File: config.mk
export PLATFORM = sky130hd
export DESIGN_NAME = mem_stage_flat
export DESIGN_NICKNAME = d
export VERILOG_FILES = /design/src/rtl/mem_stage_if.sv /design/src/rtl/mem_stage.sv /design/src/flat_wrapper.sv
export SDC_FILE = /design/constraint.sdc
export NUM_CORES = 1
export LEC_CHECK = 0
export ABC_AREA = 1
export CAP_MARGIN = 30
export CORE_MARGIN = 2
export CORE_UTILIZATION = 30
export CTS_CLUSTER_DIAMETER = 40
export CTS_CLUSTER_SIZE = 20
export DETAILED_ROUTE_END_ITERATION = 10
export HOLD_SLACK_MARGIN = 0.05
export PLACE_DENSITY = 0.7
export SLEW_MARGIN = 5
export SYNTH_ARGS = -nofsm -noshare
export SYNTH_HDL_FRONTEND = slang
export SYNTH_SLANG_ARGS = --single-unit
File: constraint.sdc
create_clock -name clk_i -period 3 [get_ports clk_i]
set_input_delay 0.45 -clock clk_i [delete_from_list [all_inputs] [get_ports clk_i]]
set_output_delay 0.45 -clock clk_i [all_outputs]
set_load 0.02 [all_outputs]
File: src/rtl/mem_stage_if.sv
// Data-memory request/acknowledge port of the pipeline memory stage.
// The stage side is the master; the memory model or controller is the slave.
interface mem_stage_if;
   logic        mem_req_o;
   logic        mem_we_o;
   logic [15:0] mem_addr_o;
   logic [15:0] mem_wdata_o;
   logic        mem_ack_i;
   logic [15:0] mem_rdata_i;

   modport master (
      output mem_req_o,
      output mem_we_o,
      output mem_addr_o,
      output mem_wdata_o,
      input  mem_ack_i,
      input  mem_rdata_i
   );

   modport slave (
      input  mem_req_o,
      input  mem_we_o,
      input  mem_addr_o,
      input  mem_wdata_o,
      output mem_ack_i,
      output mem_rdata_i
   );
endinterface

File: src/rtl/mem_stage.sv
// Memory-access stage: EX/MEM and MEM/WB registers, one outstanding load/store
// at a time with an upstream stall, and the EX/MEM forwarding triples.
module mem_stage (
   input  logic        clk_i,
   input  logic        rstn_i,
   input  logic        valid_i,
   input  logic [15:0] alures_i,
   input  logic [15:0] storedata_i,
   input  logic [3:0]  regdst_i,
   input  logic        regwrite_i,
   input  logic        memread_i,
   input  logic        memwrite_i,
   output logic        stall_o,
   mem_stage_if.master mem,
   output logic [3:0]  exregdst_o,
   output logic        exregwrite_o,
   output logic [15:0] exregdata_o,
   output logic [3:0]  memregdst_o,
   output logic        memregwrite_o,
   output logic [15:0] memregdata_o
);

   localparam logic [3:0] NO_REG = 4'b1111;

   typedef enum logic {
      ST_RUN  = 1'b0,
      ST_WAIT = 1'b1
   } state_e;

   state_e      state_q, state_d;

   logic        ex_v_q,   ex_v_d;
   logic [3:0]  ex_dst_q, ex_dst_d;
   logic        ex_rw_q,  ex_rw_d;
   logic        ex_rd_q,  ex_rd_d;
   logic        ex_wr_q,  ex_wr_d;
   logic [15:0] ex_res_q, ex_res_d;
   logic [15:0] ex_sd_q,  ex_sd_d;

   logic [3:0]  wb_dst_q,  wb_dst_d;
   logic        wb_rw_q,   wb_rw_d;
   logic [15:0] wb_data_q, wb_data_d;

   logic        in_wait;

   always_comb begin
      state_d   = state_q;
      ex_v_d    = ex_v_q;
      ex_dst_d  = ex_dst_q;
      ex_rw_d   = ex_rw_q;
      ex_rd_d   = ex_rd_q;
      ex_wr_d   = ex_wr_q;
      ex_res_d  = ex_res_q;
      ex_sd_d   = ex_sd_q;
      wb_dst_d  = wb_dst_q;
      wb_rw_d   = wb_rw_q;
      wb_data_d = wb_data_q;

      case (state_q)
         ST_RUN: begin
            ex_v_d   = valid_i;
            ex_dst_d = regdst_i;
            // Stores never claim a register, so the EX slot never forwards one.
            ex_rw_d  = valid_i & regwrite_i & ~memwrite_i;
            ex_rd_d  = valid_i & memread_i;
            ex_wr_d  = valid_i & memwrite_i;
            ex_res_d = alures_i;
            ex_sd_d  = storedata_i;

            wb_dst_d  = ex_dst_q;
            wb_rw_d   = ex_v_q & ex_rw_q & ~ex_wr_q;
            wb_data_d = ex_res_q;

            if (valid_i & (memread_i | memwrite_i)) begin
               state_d = ST_WAIT;
            end
         end

         ST_WAIT: begin
            if (mem.mem_ack_i) begin
               wb_dst_d  = ex_dst_q;
               wb_rw_d   = ex_rw_q & ex_rd_q;
               wb_data_d = ex_rd_q ? mem.mem_rdata_i : ex_res_q;
               // Emptying EX/MEM here produces the single bubble after each access.
               ex_v_d    = 1'b0;
               ex_rw_d   = 1'b0;
               ex_rd_d   = 1'b0;
               ex_wr_d   = 1'b0;
               state_d   = ST_RUN;
            end
         end

         default: begin
            state_d = ST_RUN;
         end
      endcase
   end

   always_ff @(posedge clk_i or negedge rstn_i) begin
      if (!rstn_i) begin
         state_q   <= ST_RUN;
         ex_v_q    <= 1'b0;
         ex_dst_q  <= 4'b0000;
         ex_rw_q   <= 1'b0;
         ex_rd_q   <= 1'b0;
         ex_wr_q   <= 1'b0;
         ex_res_q  <= 16'h0000;
         ex_sd_q   <= 16'h0000;
         wb_dst_q  <= 4'b0000;
         wb_rw_q   <= 1'b0;
         wb_data_q <= 16'h0000;
      end else begin
         state_q   <= state_d;
         ex_v_q    <= ex_v_d;
         ex_dst_q  <= ex_dst_d;
         ex_rw_q   <= ex_rw_d;
         ex_rd_q   <= ex_rd_d;
         ex_wr_q   <= ex_wr_d;
         ex_res_q  <= ex_res_d;
         ex_sd_q   <= ex_sd_d;
         wb_dst_q  <= wb_dst_d;
         wb_rw_q   <= wb_rw_d;
         wb_data_q <= wb_data_d;
      end
   end

   assign in_wait = (state_q == ST_WAIT);

   // Memory port is driven straight from flops, so it is glitch-free and stable until ack.
   assign stall_o         = in_wait;
   assign mem.mem_req_o   = in_wait;
   assign mem.mem_we_o    = in_wait & ex_wr_q;
   assign mem.mem_addr_o  = in_wait ? ex_res_q : 16'h0000;
   assign mem.mem_wdata_o = in_wait ? ex_sd_q  : 16'h0000;

   assign exregdst_o   = ex_dst_q;
   assign exregwrite_o = ex_v_q & ex_rw_q & ~ex_rd_q & (ex_dst_q != NO_REG);
   assign exregdata_o  = ex_res_q;

   assign memregdst_o   = wb_dst_q;
   assign memregwrite_o = wb_rw_q & (wb_dst_q != NO_REG);
   assign memregdata_o  = wb_data_q;

endmodule

File: src/flat_wrapper.sv
// flat-port wrapper written by rule: the top's interface ports become plain ports
module mem_stage_flat 
  (clk_i, rstn_i, valid_i, alures_i, storedata_i, regdst_i, regwrite_i, memread_i, memwrite_i, stall_o, exregdst_o, exregwrite_o, exregdata_o, memregdst_o, memregwrite_o, memregdata_o, mem_mem_req_o, mem_mem_we_o, mem_mem_addr_o, mem_mem_wdata_o, mem_mem_ack_i, mem_mem_rdata_i);
  mem_stage_if mem_i ();
  input  logic clk_i;
  input  logic rstn_i;
  input  logic valid_i;
  input  logic [15:0] alures_i;
  input  logic [15:0] storedata_i;
  input  logic [3:0] regdst_i;
  input  logic regwrite_i;
  input  logic memread_i;
  input  logic memwrite_i;
  output logic stall_o;
  output logic [3:0] exregdst_o;
  output logic exregwrite_o;
  output logic [15:0] exregdata_o;
  output logic [3:0] memregdst_o;
  output logic memregwrite_o;
  output logic [15:0] memregdata_o;
  output wire logic [$bits(mem_i.mem_req_o)-1:0] mem_mem_req_o;
  output wire logic [$bits(mem_i.mem_we_o)-1:0] mem_mem_we_o;
  output wire logic [$bits(mem_i.mem_addr_o)-1:0] mem_mem_addr_o;
  output wire logic [$bits(mem_i.mem_wdata_o)-1:0] mem_mem_wdata_o;
  input wire logic [$bits(mem_i.mem_ack_i)-1:0] mem_mem_ack_i;
  input wire logic [$bits(mem_i.mem_rdata_i)-1:0] mem_mem_rdata_i;
  assign mem_mem_req_o = mem_i.mem_req_o;
  assign mem_mem_we_o = mem_i.mem_we_o;
  assign mem_mem_addr_o = mem_i.mem_addr_o;
  assign mem_mem_wdata_o = mem_i.mem_wdata_o;
  assign mem_i.mem_ack_i = mem_mem_ack_i;
  assign mem_i.mem_rdata_i = mem_mem_rdata_i;
  mem_stage u_core (.clk_i(clk_i), .rstn_i(rstn_i), .valid_i(valid_i), .alures_i(alures_i), .storedata_i(storedata_i), .regdst_i(regdst_i), .regwrite_i(regwrite_i), .memread_i(memread_i), .memwrite_i(memwrite_i), .stall_o(stall_o), .mem(mem_i), .exregdst_o(exregdst_o), .exregwrite_o(exregwrite_o), .exregdata_o(exregdata_o), .memregdst_o(memregdst_o), .memregwrite_o(memregwrite_o), .memregdata_o(memregdata_o));
endmodule
# Word-level counts from Yosys, hierarchy flattened
# Cells that the tools add are included.
[totals]
ff_bits = 62
inputBits = 59
output_inout_bits = 77
word_cells = 48
[op_classes]
eq_ne = 3
muxes = 17
bitwise_logic = 17
[op_table]
columns = ["cell", "count"]
rows = [
  ["$mux 16", 4],
  ["$pmux 16 s2", 1],
  ["$and 1x1->1", 12],
  ["$pmux 1 s2", 6],
  ["$ne 4x4->1 const B", 2],
  ["$pmux 4 s2", 1],
  ["$mux 1", 4],
  ["$mux 4", 1],
  ["$not 1->1", 4],
  ["$ne 2x2->1 const B", 1],
  ["$or 1x1->1", 1],
]

# Logic depth before layout (Yosys ltp)
[logic_depth]
depth_word = 4
mapped_depth = 7
ltp_nobuf = 6

# Worst setup path before layout
# No wires, ideal clock.
[synth_path]
path_kind = "register to output"
from = "reg u_core.state_q, in the netlist u_core.mem.mem_req_o"
to = "out mem_mem_addr_o[0]"
t_arrival_ps = 1050
required_time_ps = 2550
slack_ps = 1500
stages_incl_launch_ff = 5
n_path_buf = 2
path_cell_list = "dfrtp_1 buf_4 buf_2 nand2_1 inv_1"
[synth_via]
elab_chain_cells = 1
[synth_rtl]
columns = ["item", "line_no", "rtl"]
rows = [
  ["start: declaration", "mem_stage.sv:30", "state_e state_q, state_d;"],
  ["start signal: assignment", "mem_stage.sv:113", "state_q <= state_d;"],
  ["$mux 16", "mem_stage.sv:133", "assign mem.mem_addr_o = in_wait ? ex_res_q : 16'h0000;"],
  ["end: declaration", "flat_wrapper.sv:23", "output wire logic [$bits(mem_i.mem_addr_o)-1:0] mem_mem_addr_o;"],
]
# Every way passes these cells.

# Worst setup path in the final report
[layout_path]
from = "reg u_core.state_q, in the netlist u_core.mem.mem_req_o"
to = "out mem_mem_addr_o[1]"
# Same word-level chain as after synthesis.

==> metrics.md <==
| Metric | Value |
|---|---|
| Outcome | `complete, no violations` |
| Final HPWL DP | `5865 um` |
| # IOs | `136` |
| WP data arrival | `2.00 ns` |
| H-tree Lvls | `3` |
| Worst setup path class | `reg2out` |
| Data required, critical path | `2.55 ns` |
| Cell family with most CP delay | `buffers and inverters` |
| Sequential area share after synthesis | `0.5366` |
| TritonCTS clock tree | `done` |
| Total congestion overflow | `0` |
| CP Cell Sequence | `buf_12, nand2_1, inv_1, clkdlybuf4s50_1` |
| Vias per cell | `4.144` |
| CTS Sinks | `62` |
| Crit Reg-Reg Endpoint | `u_core.memregdata_o[12]$_DFFE_PN0P_` |
| Die area | `0.01044 sq mm` |
| CTS Buffer Depth | `2` |
| Slowest CP cell | `dfrtp_1` |
| Worst-Skew Late Latency | `0.33 ns` |
| Clock power share | `0.221` |
| Syn Std Cell Area | `0.002892 sq mm` |
| Routed vias | `2,669` |
| Setup crit start | `u_core.mem.mem_req_o$_DFF_PN0_` |
| Core Area | `0.009284 sq mm` |
| Measured slew at the worst slew-check pin | `0.4666 ns` |
| Routed len/inst | `12.20 um` |
| Period utilization | `0.8150` |
| P_leak | `2.525 nW` |
| Yosys cell types | `17` |
| Die Height | `102.2 um` |
| Cell at the root of the clock tree | `clkbuf_8` |
| Sw Ratio | `0.3641` |
| PortBufs | `135` |
| Flop pwr share | `0.377` |
| Resize count post-CTS | `0` |
| R2R depth | `6` |
| # DRC | `0` |
| Fraction of layout cells with a size suffix above 1 | `0.06602` |
| GRT Util Overall | `0.1599` |
| Critical Path Stages | `4` |
| Critical Path Sink | `mem_mem_addr_o[1]` |
| Peak Freq | `0.4090 GHz` |
| Primary FF master, synth | `dfrtp_1` |
| Hold Crit Class | `in2async` |
| Peak VDD IR | `288.5 uV` |
| N_diodes | `0` |
| Commonest cells post-synth | `200 x nand2_1, 68 x inv_1, 62 x dfrtp_1, 10 x nand3_2, 9 x nand3_1` |
| Cell Rows | `35` |
| Fill cell total of the finished layout | `965` |
| Register bit total from synthesis | `62` |
| Slew margin rel. | `0.6889` |
| Reg clk slew, reported paths | `0.08 ns` |
| Top cells by area, synth | `dfrtp_1 54%, nand2_1 26%, inv_1 8.8%, nand3_2 3.5%, nand3_1 1.6%` |
| Number of routed nets with antenna violations | `0` |
| Largest fanout on the critical path | `32` |
| Power share of the combinational group | `0.402` |
| DP Area | `0.004334 sq mm` |
| Switching pwr | `0.001121 W` |
| Buf/Inv on CP | `3` |
| Post-synth top area share | `0.5366` |
| Layout area overhead | `56.25%` |
| Pwr/cell area | `681.3 mW/mm^2` |
| Final Hold Viols | `0` |
| Ys Warns | `0` |
| Total CTS buffers | `9` |
| Post-Route Skew | `0.01158 ns` |
| Routed Wire Length | `7857 um` |
| Fin nets | `570` |
| Max cap viols | `0` |
| Fin crit period | `2.445 ns` |
| Top-count cell post-synth | `nand2_1` |
| Cells after synthesis | `377` |
| Reg-to-Reg Start | `u_core.mem.mem_req_o$_DFF_PN0_` |
| Async set or reset register ratio after synthesis | `1.000` |
| Setup Buffers After CTS | `0` |
| EDFF count, synth | `0` |
| Crit. End Element | `output port` |
| Setup violators final | `0` |
| Syn_area_per_cell | `7.670 sq um` |
| Number of global-route vias before repair | `2,629` |
| Hold Buf Count CTS | `0` |
| Internal power | `0.001958 W` |
| Global-route wire length before repair | `12,840 um` |
| Routability cong. | `0.8475` |
| Die X | `102.2 um` |
| Syn nets | `436` |
| CP startpoint kind | `flop` |
| Leading area contributor after synthesis | `dfrtp_1` |
| R2r setup slk | `1.03 ns` |
| Initial antenna violation count | `0` |
| Final TNS setup | `0 ns` |
| Post-route cell area | `0.004518 sq mm` |
| RSZ-0062 raised after global routing | `false` |
| Largest net degree at the start of global routing | `38` |
| Crit-path max cell delay | `0.63 ns` |
| Initial Utilization | `0.3115` |
| Detailed Route Iter0 Violations | `66` |
| Max-slew violations | `0` |
| Drt pass-1 iters | `4` |
==> layer usage <==
| layer | vias up | wire (um) | global-route usage |
|---|---|---|---|
| met1 | 1227 | 3517 | 0.2113 |
| met4 | 0 | 201 | 0.07282 |
| met3 | 15 | 471 | 0.04309 |
| li1 | 1347 | - | - |
| met2 | 80 | 3667 | 0.2460 |
| met5 | - | 0 | 0 |
==> cell type report <==
cell class / count / area [sq um] / share of cell area
Timing Repair Buffer: 138 / 1381 / 0.3057
Clock inverter: 3 / 18.77 / 0.004154
Multi-Input combinational cell: 229 / 968.4 / 0.2143
Clock buffer: 12 / 165.2 / 0.03655
Sequential cell: 62 / 1551 / 0.3434
Inverter: 71 / 271.5 / 0.06009
Tap cell: 129 / 161.4 / 0.03572
==> flip-flops by register name, summed over array words and instances, names as in the netlist <==
register and flops:
u_core.ex_rd_q 1, u_core.ex_rw_q 1, u_core.ex_sd_q 16, u_core.ex_v_q 1, u_core.ex_wr_q 1, u_core.exregdata_o 16, u_core.exregdst_o 4, u_core.mem.mem_req_o 1
u_core.memregdata_o 16, u_core.memregdst_o 4, u_core.wb_rw_q 1
==> kinds of logic after synthesis <==
group	after synthesis	share of synthesized area
AO/OA/AOI/OAI	3	0.006059
buffers and inverters	86	0.1285
AND/OR/NAND/NOR	226	0.3289
flip-flops	62	0.5366
==> stage by stage <==
stage,power (W),hold WS [ns],worst slack [ns],cells,utilization
after floorplan,0.001797,0.1544,1.500,377,-
after CTS,0.003127,0.1327,0.5128,644,0.4867
final,0.003078,0.1356,0.5549,644,0.4867
after detailed placement,0.002428,0.4611,0.8828,629,0.4668
after global placement,0.002415,0.4602,0.9450,629,0.4668
after global routing,0.003288,0.1508,0.3861,644,0.4867
==> cell usage in the layout (no fill, tap or decap), types with 2 or more instances in the layout <==
cell type | synthesis | final
inv_1 | 68 | 68
clkbuf_8 | 0 | 12
clkinv_2 | 0 | 2
dfrtp_1 | 62 | 62
nand3_1 | 9 | 9
inv_4 | 2 | 2
clkdlybuf4s50_1 | 0 | 134
o21ai_0 | 2 | 2
nand2_1 | 200 | 200
buf_4 | 5 | 2
nand3_2 | 10 | 10
nor2_1 | 3 | 3
==> worst register-to-register path: cells and delay by family, from the launching register on <==
kind	cells	cell delay [ns]
buf+inv	3	0.66
flops	1	0.63
simple gates	3	0.57
==> power by group through the flow <==
stage | Sequential (W) | Combinational [W] | Clock [W]
after global placement | 0.00118 | 0.00124 | 0
after detailed placement | 0.00118 | 0.00125 | 0
after global routing | 0.00119 | 0.00135 | 0.000750
after floorplan | 0.00132 | 0.000480 | 0
final | 0.00116 | 0.00124 | 0.000679
after CTS | 0.00116 | 0.00126 | 0.000709
==> how the worst min path moves through the flow <==
stage               slack (ns)                           start  depth (start not counted)                                end
global placement          0.46  u_core.ex_sd_q[10]$_DFFE_PN0N_                          2     u_core.ex_sd_q[10]$_DFFE_PN0N_
floorplan                 0.15                          rstn_i                          0         u_core.ex_rd_q$_DFFE_PN0P_
detailed placement        0.46  u_core.ex_sd_q[11]$_DFFE_PN0N_                          2     u_core.ex_sd_q[11]$_DFFE_PN0N_
global route              0.15                          rstn_i                          2  u_core.exregdata_o[9]$_DFFE_PN0N_
finish                    0.14                          rstn_i                          2  u_core.exregdata_o[9]$_DFFE_PN0N_
CTS                       0.13                          rstn_i                          2  u_core.exregdata_o[6]$_DFFE_PN0N_
Power figures use the tool's default switching activity.
